==> src/rtl/uart_command_parser.sv <==
// Byte-stream command parser: hunts for a fixed header, decodes a two-byte
// command word, then forwards a fixed-length payload with an inter-byte timeout.
module uart_command_parser #(
  parameter int                          HEADER_BYTES   = 2,
  parameter logic [8*HEADER_BYTES-1:0]   HEADER         = 16'hCDBA,
  parameter logic [7:0]                  CMD_TAG        = 8'hA0,
  parameter int                          NUM_CMDS       = 6,
  parameter int                          PAYLOAD_BYTES  = 1024,
  parameter int                          TIMEOUT_CYCLES = 100000
) (
  input  logic       clk,
  input  logic       rst,
  input  logic [7:0] rx_data,
  input  logic       rx_valid,
  output logic       cmd_valid,
  output logic [3:0] cmd_id,
  output logic       cmd_error,
  output logic [7:0] payload_data,
  output logic       payload_valid,
  output logic       payload_last,
  output logic       busy,
  output logic       timeout
);

  localparam int              PCW       = (PAYLOAD_BYTES > 0) ? $clog2(PAYLOAD_BYTES + 1) : 1;
  localparam int              ICW       = (TIMEOUT_CYCLES > 0) ? $clog2(TIMEOUT_CYCLES + 1) : 1;
  localparam logic [PCW-1:0]  PAY_LAST  = (PAYLOAD_BYTES > 0) ? PCW'(PAYLOAD_BYTES - 1) : '0;
  localparam logic [ICW-1:0]  IDLE_LAST = (TIMEOUT_CYCLES > 0) ? ICW'(TIMEOUT_CYCLES - 1) : '0;
  localparam logic [1:0]      HDR_LAST  = 2'(HEADER_BYTES - 1);
  localparam logic [3:0]      NCMD      = 4'(NUM_CMDS);
  // Header left-aligned in 32 bits so byte i (MSB first) is always bits [31-8i -: 8].
  localparam logic [31:0]     HDR_ALIGN = 32'(HEADER) << (8 * (4 - HEADER_BYTES));
  localparam logic [7:0]      HDR_FIRST = HDR_ALIGN[31:24];

  typedef enum logic [1:0] {S_HDR, S_CMD, S_PAYLOAD} state_t;

  state_t         r_state;
  logic           r_rst_sync;
  logic [1:0]     r_hdr_cnt;
  logic [7:0]     r_cmd_hi;
  logic           r_cmd_second;
  logic [PCW-1:0] r_pay_cnt;
  logic [ICW-1:0] r_idle;
  logic           r_cmd_valid;
  logic [3:0]     r_cmd_id;
  logic           r_cmd_error;
  logic [7:0]     r_payload_data;
  logic           r_payload_valid;
  logic           r_payload_last;
  logic           r_busy;
  logic           r_timeout;

  logic [7:0]     w_hdr_exp;
  logic [15:0]    w_cmd_word;
  logic           w_cmd_legal;

  always_comb begin
    w_hdr_exp = HDR_ALIGN[31:24];
    case (r_hdr_cnt)
      2'd1:    w_hdr_exp = HDR_ALIGN[23:16];
      2'd2:    w_hdr_exp = HDR_ALIGN[15:8];
      2'd3:    w_hdr_exp = HDR_ALIGN[7:0];
      default: w_hdr_exp = HDR_ALIGN[31:24];
    endcase
  end

  assign w_cmd_word  = {r_cmd_hi, rx_data};
  assign w_cmd_legal = (w_cmd_word[11:8] == 4'h0) && (w_cmd_word[15:12] != 4'h0) &&
                       (w_cmd_word[15:12] <= NCMD) && (w_cmd_word[7:0] == CMD_TAG);

  // Reset asserts immediately; release takes effect one edge later.
  always_ff @(posedge clk or negedge rst) begin
    if (!rst) r_rst_sync <= 1'b0;
    else      r_rst_sync <= 1'b1;
  end

  always_ff @(posedge clk or negedge r_rst_sync) begin
    if (!r_rst_sync) begin
      r_state         <= S_HDR;
      r_hdr_cnt       <= '0;
      r_cmd_hi        <= '0;
      r_cmd_second    <= 1'b0;
      r_pay_cnt       <= '0;
      r_idle          <= '0;
      r_cmd_valid     <= 1'b0;
      r_cmd_id        <= '0;
      r_cmd_error     <= 1'b0;
      r_payload_data  <= '0;
      r_payload_valid <= 1'b0;
      r_payload_last  <= 1'b0;
      r_busy          <= 1'b0;
      r_timeout       <= 1'b0;
    end else begin
      r_cmd_valid     <= 1'b0;
      r_cmd_error     <= 1'b0;
      r_payload_valid <= 1'b0;
      r_payload_last  <= 1'b0;
      r_timeout       <= 1'b0;
      if (rx_valid) begin
        r_idle <= '0;
        case (r_state)
          S_HDR: begin
            if (rx_data == w_hdr_exp) begin
              r_busy <= 1'b1;
              if (r_hdr_cnt == HDR_LAST) begin
                r_hdr_cnt <= '0;
                r_state   <= S_CMD;
              end else begin
                r_hdr_cnt <= r_hdr_cnt + 2'd1;
              end
            end else if (rx_data == HDR_FIRST) begin
              r_hdr_cnt <= 2'd1;
              r_busy    <= 1'b1;
            end else begin
              r_hdr_cnt <= '0;
              r_busy    <= 1'b0;
            end
          end
          S_CMD: begin
            if (!r_cmd_second) begin
              r_cmd_hi     <= rx_data;
              r_cmd_second <= 1'b1;
            end else begin
              r_cmd_second <= 1'b0;
              if (w_cmd_legal) begin
                r_cmd_valid <= 1'b1;
                r_cmd_id    <= w_cmd_word[15:12];
                if (PAYLOAD_BYTES == 0) begin
                  r_state <= S_HDR;
                  r_busy  <= 1'b0;
                end else begin
                  r_state <= S_PAYLOAD;
                end
              end else begin
                r_cmd_error <= 1'b1;
                r_state     <= S_HDR;
                r_busy      <= 1'b0;
              end
            end
          end
          S_PAYLOAD: begin
            r_payload_valid <= 1'b1;
            r_payload_data  <= rx_data;
            if (r_pay_cnt == PAY_LAST) begin
              r_payload_last <= 1'b1;
              r_pay_cnt      <= '0;
              r_state        <= S_HDR;
              r_busy         <= 1'b0;
            end else begin
              r_pay_cnt <= r_pay_cnt + PCW'(1);
            end
          end
          default: r_state <= S_HDR;
        endcase
      end else if ((TIMEOUT_CYCLES != 0) && r_busy) begin
        if (r_idle == IDLE_LAST) begin
          r_timeout    <= 1'b1;
          r_state      <= S_HDR;
          r_hdr_cnt    <= '0;
          r_cmd_second <= 1'b0;
          r_pay_cnt    <= '0;
          r_idle       <= '0;
          r_busy       <= 1'b0;
        end else begin
          r_idle <= r_idle + ICW'(1);
        end
      end
    end
  end

  assign cmd_valid     = r_cmd_valid;
  assign cmd_id        = r_cmd_id;
  assign cmd_error     = r_cmd_error;
  assign payload_data  = r_payload_data;
  assign payload_valid = r_payload_valid;
  assign payload_last  = r_payload_last;
  assign busy          = r_busy;
  assign timeout       = r_timeout;

endmodule

==> config.mk <==
export PLATFORM = sky130hd
export DESIGN_NAME = uart_command_parser
export DESIGN_NICKNAME = d
export VERILOG_FILES = /design/src/rtl/uart_command_parser.sv
export SDC_FILE = /design/constraint.sdc
export NUM_CORES = 1
export LEC_CHECK = 0
export CELL_PAD_IN_SITES_DETAIL_PLACEMENT = 0
export CELL_PAD_IN_SITES_GLOBAL_PLACEMENT = 1
export CORE_UTILIZATION = 45
export DETAILED_ROUTE_END_ITERATION = 16
export PLACE_DENSITY = 0.86
export REMOVE_ABC_BUFFERS = 1
export SYNTH_ARGS = -nofsm -noshare
export SYNTH_HDL_FRONTEND = slang
export SYNTH_SLANG_ARGS = --single-unit
==> constraint.sdc <==
create_clock -name clk -period 4.7 [get_ports clk]
set_input_delay 0.47 -clock clk [delete_from_list [all_inputs] [get_ports clk]]
set_output_delay 0.47 -clock clk [all_outputs]
set_load 0.01 [all_outputs]
### Yosys cells after proc, flatten, opt, wreduce, memory -nomap -nowiden

Index checks and enable logic that the tools add are counted.

| word-level totals | value |
|---|---|
| memories kept | 0 |
| RAM bits | 0 |
| bits in registers | 60 |
| latch bits | 0 |
| bits in read-only memories | 0 |

| cells by class | value |
|---|---|
| add/subtract/negate cells | 3 |
| bitwise operators | 1 |
| shift operators | 0 |
| equality and inequality tests | 19 |
| div/mod/pow operators | 0 |
| mux-type cells | 53 |
| magnitude comparators | 1 |
| reduce and logical (&&, ||, !) cells | 17 |
| $mul | 0 |

Operator list:

| kind | number |
|---|---|
| 11-bit 2-to-1 mux | 5 |
| 17-bit 2-to-1 mux | 3 |
| 1-bit 2-to-1 mux | 30 |
| 2-bit 2-to-1 mux | 12 |
| 17-bit by 1-bit adder with 17-bit output, second input constant | 1 |
| 17-bit == test, second input constant | 1 |
| 8-bit == test, second input constant | 2 |
| 8-bit case mux with 2 select lines | 1 |
| 3-bit inequality test, second input constant | 5 |
| 3-bit AND reduction | 4 |
| 11-bit by 1-bit adder with 11-bit output, second input constant | 1 |
| 11-bit by 10-bit == test with 1-bit output, second input constant | 1 |
| 8-bit == test | 1 |
| 4-bit AND reduction | 2 |
| 2-bit == test, second input constant | 3 |
| 2-bit by 1-bit inequality test with 1-bit output, second input constant | 3 |
| 2-bit case mux with 3 select lines | 1 |
| 6-bit AND reduction | 1 |
| 2-bit by 1-bit == test with 1-bit output, second input constant | 2 |
| 4-bit by 3-bit <= comparator with 1-bit output, second input constant | 1 |
| 4-bit zero test | 1 |
| 4-bit by 1-bit inequality test with 1-bit output, second input constant | 1 |
| 2-bit nonzero test | 2 |
| 4-bit nonzero test | 1 |
| other kinds (7) | 9 |

### Longest topological paths before layout

Gate-level depths: netlist (run 1).

| logic depth | value |
|---|---|
| depth in word-level cells | 8 |
| depth in mapped cells | 8 |
| gate-level depth less buffers | 8 |

### Worst setup path before layout (run 1)

OpenSTA, ideal clock, no wires.

| timing | value |
|---|---|
| path type | in2reg |
| from | in rx_data[0] |
| to | reg r_cmd_id[0], in the netlist cmd_id[0] |
| path slack | 2723 ps |
| stages | 5 |
| arrival | 1853 ps |
| buffers on the path | 0 |
| path through | or3_1 nand2b_4 or3_1 nor2_4 mux2_2 |

| between the ends | value |
|---|---|
| cells in the longest elaborated chain, start to end | 3 |

Ends and longest elaborated chain:

| what | RTL line | RTL |
|---|---|---|
| start: declaration | 13 | `input logic [7:0] rx_data,` |
| 8-bit == test | 69 | `(w_cmd_word[15:12] <= NCMD) && (w_cmd_word[7:0] == CMD_TAG);` |
| 1-bit logical AND | 69 |  |
| 4-bit AND reduction (no line) | - |  |
| end signal: assignment | 127 | `r_cmd_id <= w_cmd_word[15:12];` |
| end: declaration | 45 | `logic [3:0] r_cmd_id;` |

Every way passes these cells.
A chain may end at the register's enable or synchronous reset.

### Worst setup path in the final report (run 1)

| timing | value |
|---|---|
| from | in rx_valid |
| to | reg r_state[1] |

| between the ends | value |
|---|---|
| cells in the longest elaborated chain, start to end | 2 |
| elaborated cells between the ends (all ways) | 8 |

Ends and longest elaborated chain:

| what | RTL line | RTL |
|---|---|---|
| start: declaration | 14 | `input logic rx_valid,` |
| 3-bit inequality test (no line) / 2-bit nonzero test (equally long branches) | - |  |
| 6-bit AND reduction (no line) | - |  |
| end signal: assignment | 79 | `r_state <= S_HDR;` |
| end signal: assignment | 107 | `r_state <= S_CMD;` |
| end signal: assignment | 129 | `r_state <= S_HDR;` |
| end: declaration | 37 | `state_t r_state;` |

Several ways; a longest one is shown, not always the timed one.

==> results.md, run 1 <==
Run status:
- The flow ran to the end, and the final reports show no timing, DRC or antenna violations.

Clock tree:
- In this run, post-CTS repair resized a total of 0 instances.
- The number of buffers between clock root and the deepest sink is 2.
- Counting the buffers created by CTS gives 9.
- TritonCTS built the clock tree.
- Clock-pin slew was measured on the worst setup and hold paths at approximately 70 ps.
- The H-tree level count is 3.
- The root buffer cell chosen for the clock tree is clkbuf_8.
- The later pin in the worst-skew pair is clocked with a latency of about 340 ps.
- The number of setup buffers added after CTS is 0.
- For this design, the CTS-stage hold fixing added 0 buffers.
- CTS saw 60 sinks.

Synthesis:
- The area share of the leading cell type in the synthesized netlist is between 40% and 50%.
- The synthesized design contains 0 enable-type register cells.
- The sequential element share of the synthesized area is just under 50%.
- The portion of netlist area occupied by mux cells is slightly below 9%.
- Of all cell types, the one taking the most synthesized area is dfrtp_1.
- The number of different library cells used by synthesis comes to 53.
- The area fraction in compound gates after synthesis is approximately an eighth.
- The largest family of logic cells by synthesized area is simple AND/OR/NAND/NOR gates.
- After synthesis the netlist holds a flip-flop and latch count of 60.
- Sorting the synthesized cells by area gives the leading types as dfrtp_1 (49%), mux2_2 (7.4%), o21ai_0 (3.5%).
- The post-synthesis simple-gate area fraction is a little over a fifth.
- The number of warnings reported in the yosys synthesis log is 0.
- The share of synthesized cell area in full adder, half adder and majority cells is 2.06%.
- The dominant register cell in the synthesized netlist is dfrtp_1.
- The cell count after synthesis is about 280.
- The share of synthesized flip-flops with an asynchronous set or reset is 100%.
- In the post-synthesis netlist, the cell with the most instances is dfrtp_1.
- Sorting the synthesized cells by how often they occur yields dfrtp_1 (60), nand2_1 (23), o21ai_0 (21).
- A synthesized cell averages 10.7 µm².
- The parity-gate share of the synthesized area counting xor and xnor cells is 1.44%.
- In this run the cell area of the synthesized design comes to 0.00304 mm².

Placed design:
- At the end of routability-driven placement, the weighted congestion stood at between 0.7 and 0.8.
- The detailed placement HPWL is 4420 µm.
- The number of placed instances, taps included is roughly 380.
- The post-place instance area is around 0.0034 mm².
- Port buffering added 28 buffers.

Die:
- The top-level port count is 29.
- Row generation in the floorplan step produced 29 rows.
- For this configuration, the core starts out at a cell density of 47.3%.
- The area of the die is ~0.007 mm².
- In this run the horizontal extent of the chip is roughly 84 µm.
- The height of the die is ~84 µm.
- In this run the standard cell core region covers 0.00642 mm².

Pwr:
- The switching portion of total power is 24.0%.
- In this run, the combinational gates consume 11.5% of the power.
- The internal power of the cells totals approximately 0.99 mW.
- The power per standard cell area is 361 mW/mm².
- VDD sags by at most 0.000197 V.
- The design draws 1.30 mW.
- Per report_power, the clock group accounts for 42.9% of the total.
- The share of power burned in registers is 45.6%.
- The leakage power of the design is 1.60 nW.
- The analysis attributes to net switching a power of ~0.31 mW.

Route:
- The first detailed-routing pass took 4 iterations.
- Across all layers, the routed design uses 2,292 vias.
- The number of remaining DRC errors is 0.
- The average vias per placed instance is just under 6.
- The number of DRC markers in iteration 0 is roughly 140.
- After detailed routing, the total wire length is a little over 6000 µm.
- The detail route stage leaves a number of antenna-violating nets equal to 0.
- In the final routed layout, each cell accounts on average for 15.5 µm.

STA:
- The transition at the pin with the smallest max-transition slack is 935 ps.
- Setup repair after global routing left no endpoint under its margin.
- The share of the clock period used by the worst path is between 50% and 60%.
- The routed design could run at a clock period as short as 2690 ps.
- The number of pins with negative max-slew slack in the final report is 0.
- The final hold violation count is 0.
- Timing would allow up to roughly 0.37 GHz.
- The total negative setup slack is 0 ps.
- The worst hold slack is 243 ps.
- The headroom to the max-slew limit is 37.5%.
- Setup violations remaining at the end of the flow were counted as 0.
- Between clock sinks in the finished design, the worst skew comes to around 9.5 ps.

Worst setup path:
- The number of buffers and inverters on the critical path is 2.
- The critical path class is in -> reg.
- In this design, the critical path's most frequently occurring cell is nand2_2.
- The master of the slowest instance on the critical path is clkdlybuf4s50_1.
- The sort of element at the end of the critical path is a register.
- The largest delay contributor family on the critical path is buffers and inverters.
- The data required time of the worst path is about 4900 ps.
- The critical path startpoint category is a primary input.
- The maximum fanout count along the critical path is 23.
- Walking the worst path, the cells encountered are clkdlybuf4s50_1, nand2_2, inv_1, o41ai_4, nand2_2, nor4_4, mux2_1.
- The peak per-stage delay on the critical path is slightly below 900 ps.
- The arrival time reported for the critical path endpoint is just under 3000 ps.

Global routing:
- The overall global routing resource usage is between 15 and 20%.
- The via count of the first global-routing pass is roughly 2,200.
- Global routing finished with a remaining overflow of 0.
- The number of antenna violations at the first check in global routing came to 0.
- The first-pass GRT wire length is ~11,000 µm.
- Entering global routing, the biggest net connects 37 pins.

Final layout:
- The repair_antennas step left the layout with diodes totalling 0.
- The net count of the finished layout is 331.
- Cells with a size suffix above 1 make up about 16% of the layout.
- The post-layout instance count excluding filler cells is 397.
- The count of fill cells added during filler insertion is between 500 and 600.
- The area growth from synthesis to final layout is 18.8%.
- The post-route standard cell area excluding fillers is roughly 0.0036 mm².

Flow run:
- The max-capacitance violation count is 0.

Min path:
- The class of the tightest hold or removal check is reg -> async.
==> cells by family after synthesis <==
| family | Yosys count |
|---|---|
| AO/OA/AOI/OAI | 57 |
| XOR/XNOR | 5 |
| adder cells (fa/ha/maj) | 5 |
| buffers and inverters | 21 |
| flip-flops | 60 |
| multiplexers | 24 |
| other | 1 |
| AND/OR/NAND/NOR | 111 |
==> flip-flops by register name (all words and copies together) (netlist names), 2 cells and up <==
register / flops
cmd_id: 4
r_hdr_cnt: 2
r_idle: 17
payload_data: 8
r_pay_cnt: 11
r_cmd_hi: 8
r_state: 2
==> power groups by stage <==
stage	clock network [mW]	registers (mW)	logic (mW)
floorplan	0	0.601	0.106
global placement	0	0.603	0.147
detailed placement	0	0.605	0.152
CTS	0.569	0.595	0.152
global route	0.593	0.602	0.170
finish	0.558	0.595	0.150
==> cells in the final DEF (no fill, tap or decap), types with 9 or more instances in the layout <==
cell type,synthesis,layout
mux2_2,20,20
clkbuf_8,1,9
dfrtp_1,60,59
nor3_1,10,10
nand2_1,23,23
inv_1,11,11
nand3_1,13,13
clkdlybuf4s50_1,0,28
nor2_1,13,13
o21ai_0,21,21
==> path summary, 6_finish.rpt <==
check | start | depth (start not counted) | slack (ps) | end
setup / recovery | rx_valid | 7 | 2010 | r_state[1]$_DFFE_PN0P_
hold / removal | r_rst_sync$_DFF_PN0_ | 0 | 240 | r_hdr_cnt[1]$_DFFE_PN0P_
min in group clk | cmd_id[3]$_DFFE_PN0P_ | 1 | 500 | cmd_id[3]$_DFFE_PN0P_
hold reg to reg | r_rst_sync$_DFF_PN0_ | 0 | 240 | r_hdr_cnt[1]$_DFFE_PN0P_
max in group asynchronous | r_rst_sync$_DFF_PN0_ | 1 | 3600 | r_pay_cnt[9]$_DFFE_PN0P_
setup reg to reg | r_idle[0]$_DFFE_PN0N_ | 6 | 2360 | r_idle[13]$_DFFE_PN0N_
==> final cells by class <==
type	instances	area [µm²]	share of cell area (%)
inverter	11	41.3	1.14
multi-input combinational	203	1440	39.8
tap	77	96.3	2.67
sequential	60	1500	41.6
timing repair buffer	30	295	8.17
clock inverter	6	113	3.12
clock buffer	10	128	3.53
==> through the flow <==
| stage | util (%) | worst slack (ps) |
|---|---|---|
| after floorplan | - | 2660 |
| after global placement | 52.5 | 1750 |
| after detailed placement | 52.5 | 1670 |
| after CTS | 56.3 | 2020 |
| after global routing | 56.3 | 1750 |
| final | 56.3 | 2010 |
==> per-layer routing <==
metal / vias up / routed length (µm) / track usage [%]
li1: 1109 / - / -
met1: 1129 / 3120 / 28.4
met2: 45 / 2760 / 28.8
met3: 9 / 200 / 4.42
met4: 0 / 97 / 8.62
met5: - / 0 / 0
==> worst reg2reg max path: stages, from the launching register on <==
cell	delay [ps]
dfrtp_1	410
ha_1	240
and4_1	260
and4_1	280
nor2b_1	770
a21oi_1	130
o21ai_0	180
Power figures use the tool's default switching activity.
==> run 2, diff against run 1 <==
--- a/config.mk
+++ b/config.mk
@@ -7,9 +7,9 @@
 export LEC_CHECK = 0
 export CELL_PAD_IN_SITES_DETAIL_PLACEMENT = 0
 export CELL_PAD_IN_SITES_GLOBAL_PLACEMENT = 1
-export CORE_UTILIZATION = 45
+export CORE_UTILIZATION = 41
 export DETAILED_ROUTE_END_ITERATION = 16
-export PLACE_DENSITY = 0.86
+export PLACE_DENSITY = 0.83
 export REMOVE_ABC_BUFFERS = 1
 export SYNTH_ARGS = -nofsm -noshare
 export SYNTH_HDL_FRONTEND = slang
==> constraint.sdc (replaced) <==
create_clock -name clk -period 2.45 [get_ports clk]
set_input_delay 0.245 -clock clk [delete_from_list [all_inputs] [get_ports clk]]
set_output_delay 0.245 -clock clk [all_outputs]
set_load 0.01 [all_outputs]
==> run 2 against run 1 <==
- setup slack lost 1800 ps
- sequential cell count is the same
- final cell count grew 8.3%
- non-clock buffer count grew 11
- clock skew shrank 2.1 ps
- wire length grew 0.53%
- power grew 67%
- critical path type is now reg -> reg
- die area grew 9.5%
==> results.md, run 2 (synthesis gave the netlist of run 1 again) <==
Flow run:
- The max-capacitance violation count is 0 (unchanged).

Die:
- The number of core rows is 31 (was 29).
- The area of the die is 0.00776 mm² (was 0.00709 mm²).
- The area of the core is 0.00721 mm² (was 0.00642 mm²).
- The starting density of the core is 42.1% (was 47.3%).
- The height of the die came to 88.1 µm (was 84.2 µm).
- The x dimension of the die is 88.1 µm (was 84.2 µm).
- The top-level port count is 29 (unchanged).

Global routing:
- The total congestion overflow is 0 (unchanged).
- The overall global routing resource usage was 18.0% (was 19.8%).
- The largest net degree at the start of global routing came to 26 (was 37).
- The first-pass GRT wire length came to 10,600 µm (was 10,900 µm).
- The number of antenna violations at the first check in global routing is 0 (unchanged).
- The via count of the first global-routing pass is 2,216 (was 2,217).

STA:
- The total of endpoints with negative setup slack in the final report is 0 (unchanged).
- The total negative setup slack is 0 ps (unchanged).
- Derived from the worst setup path, the maximum achievable clock frequency is roughly 0.44 GHz.
- The headroom to the max-slew limit is 49.9% (was 37.5%).
- The number of pins with negative max-slew slack in the final report is 0 (unchanged).
- The transition at the pin with the smallest max-transition slack came to 752 ps (was 935 ps).
- The clock skew was 7.40 ps (was 9.49 ps).
- The final hold violation count came to 0 (unchanged).
- The slack of the critical path is 200 ps (was 2010 ps).
- Setup repair after global routing missed its margin: no (unchanged).
- Counting I/O delays and the setup requirement, the final critical path takes roughly 2300 ps.
- The share of the clock period used by the worst path is between 90% and 100%.

Final layout:
- The most frequent standard cell in the layout excluding fill and tap cells is dfrtp_1 (unchanged).
- The number of antenna repair diodes is 0 (unchanged).
- Most frequent cells in the layout: dfrtp_1 (59), clkdlybuf4s50_1 (28), nand2_1 (23), o21ai_0 (21), mux2_2 (20) (unchanged).
- The post-layout net count is 342 (was 331).
- The area growth from synthesis to final layout was 19.9% (was 18.8%).
- The post-route standard cell area excluding fillers is 0.00365 mm² (was 0.00361 mm²).
- Registers with the most flip-flops: r_idle: 17 flops, r_pay_cnt: 11 flops (unchanged).
- The flip-flop count of the largest register after layout is 17 (unchanged).
- The final core area utilization is 50.5% (was 56.3%).
- The share of final-layout standard cells stronger than drive strength 1 is 18.7% (was 15.9%).
- The most flop-heavy register is r_idle (unchanged).

Clock tree:
- The number of buffers between clock root and the deepest sink is 2 (unchanged).
- The number of setup buffers added after CTS came to 0 (unchanged).
- The clock root buffer is clkbuf_8 (unchanged).
- The number of hold buffers added after cts is 0 (unchanged).
- The number of buffers created by CTS is 9 (unchanged).
- The clock insertion delay at the later pin of the skew report is 340 ps (about the same).
- The H-tree level count was 3 (unchanged).
- The clock sink count was 60 (unchanged).
- The clock tree from TritonCTS is built (unchanged).
- The post-cts repair resize count is 0 (unchanged).
- The clock transition at the registers of the reported paths came to 70 ps (about the same).

Worst setup path:
- The data required time of the worst path came to 2680 ps (was 4910 ps).
- The maximum fanout count along the critical path was 9 (was 23).
- Ordered cell list for the critical path: ha_1, and4_1, and4_1, a21oi_1, o21ai_0, o41ai_1 (was clkdlybuf4s50_1, nand2_2, inv_1, o41ai_4, nand2_2, nor4_4, mux2_1).
- The critical path startpoint category is a register (was primary input).
- The critical path class is reg -> reg (was in -> reg).
- The peak per-stage delay on the critical path was 640 ps (was 890 ps).
- The sort of element at the end of the critical path is a register (unchanged).
- The master of the slowest instance on the critical path was a21oi_1 (was clkdlybuf4s50_1).
- The cell with the most instances on the worst path is and4_1 (was nand2_2).
- The count of cells along the worst register-to-register path was 6 (unchanged).
- The reg2reg setup slack is 200 ps (was 2360 ps).
- The arrival time reported for the critical path endpoint came to 2480 ps (was 2900 ps).

Route:
- The total number of vias was 2,279 (was 2,292).
- The number of search-and-repair iterations in the first detailed-routing pass came to 6 (was 4).
- The routed wire length per instance came to 14.4 µm (was 15.5 µm).
- The sum of routed wire length over all layers is 6210 µm (was 6170 µm).
- The number of remaining DRC errors is 0 (unchanged).
- The number of DRC markers in iteration 0 is 77 (was 142).
- The final antenna-violating net count is 0 (unchanged).
- The average vias per placed instance is 5.30 (was 5.77).

Run status:
- Status: complete, no violations (unchanged).

Placed design:
- The global placement routability congestion came to 0.797 (was 0.787).
- The quantity of I/O buffers inserted on ports is 28 (unchanged).
- The worst slack after detailed placement is 125 ps (was 1670 ps).
- The detailed placement HPWL is 4500 µm (was 4420 µm).
- The post-place instance area was 0.00348 mm² (was 0.00337 mm²).

Pwr:
- The clock share of power is 34.0% (was 42.9%).
- The total chip power is 2.18 mW (was 1.30 mW).
- The share of power burned in registers was 52.4% (was 45.6%).
- The leakage power of the design is 1.62 nW (was 1.60 nW).
- The power per standard cell area is 598 mW/mm² (was 361 mW/mm²).
- The switching power of the nets was 0.589 mW (was 0.312 mW).
- The worst-case vdd ir drop came to 0.000521 V (was 0.000197 V).
- The switching portion of total power is 27.0% (was 24.0%).
- The internal power is 1.59 mW (was 0.991 mW).
- The part of the total power dissipated in combinational logic came to 13.6% (was 11.5%).

Min path:
- The class of the tightest hold or removal check is in -> async (was reg -> async).
[run 2: power by group through the flow]
stage                     clock network, mW  logic, mW  registers [mW]
final                                 0.742      0.296            1.14
after global routing                  0.806      0.335            1.16
after CTS                             0.767      0.299            1.14
after detailed placement                  0      0.299            1.16
after global placement                    0      0.293            1.16
after floorplan                           0      0.203            1.15
[run 2: through the flow]
stage | instances | hold slack (ps)
final | 430 | 45.6
after global routing | 430 | 33.4
after CTS | 430 | 32.3
after detailed placement | 414 | 266
after global placement | 414 | 268
after floorplan | 274 | -50.6
[run 2: routing by layer]
metal	vias to the layer above	track usage, %	part of all wire, %
met1	1110	25.2	50
met3	7	4.24	3.1
li1	1126	-	-
met4	0	6.16	1.6
met2	36	27.3	45
met5	-	0	0
[run 2: final timing paths]
path	start	to
max	r_idle[0]$_DFFE_PN0N_	r_pay_cnt[7]$_DFFE_PN0P_
min	rst	r_rst_sync$_DFF_PN0_
max reg2reg	r_idle[0]$_DFFE_PN0N_	r_pay_cnt[7]$_DFFE_PN0P_
min reg2reg	r_rst_sync$_DFF_PN0_	r_idle[1]$_DFFE_PN0N_
max in group asynchronous	r_rst_sync$_DFF_PN0_	payload_data[0]$_DFFE_PN0P_
min in group clk	payload_data[0]$_DFFE_PN0P_	payload_data[0]$_DFFE_PN0P_
[run 2: cell type report]
type / instances / area (µm²)
repair buffers: 41 / 378
clock inverters: 5 / 28.8
flip-flops and latches: 60 / 1500
multi-input cells: 203 / 1440
clock buffers: 11 / 131
inverters: 11 / 41.3
fillers: 685 / 3570
well taps: 99 / 124
[run 2: critical path, delay by kind of cell, from the launching register on]
| family | cells | cell delay, ps |
|---|---|---|
| fa+ha+maj | 1 | 250 |
| simple gates | 2 | 540 |
| flops | 1 | 410 |
| compound gates | 3 | 960 |
==> run 3, diff against run 2 <==
--- a/config.mk
+++ b/config.mk
@@ -5,6 +5,7 @@
 export SDC_FILE = /design/constraint.sdc
 export NUM_CORES = 1
 export LEC_CHECK = 0
+export CAP_MARGIN = 20
 export CELL_PAD_IN_SITES_DETAIL_PLACEMENT = 0
 export CELL_PAD_IN_SITES_GLOBAL_PLACEMENT = 1
 export CORE_UTILIZATION = 41
==> results of run 3 <==
No change in the layout: final DEF, timing and power equal those of run 2.
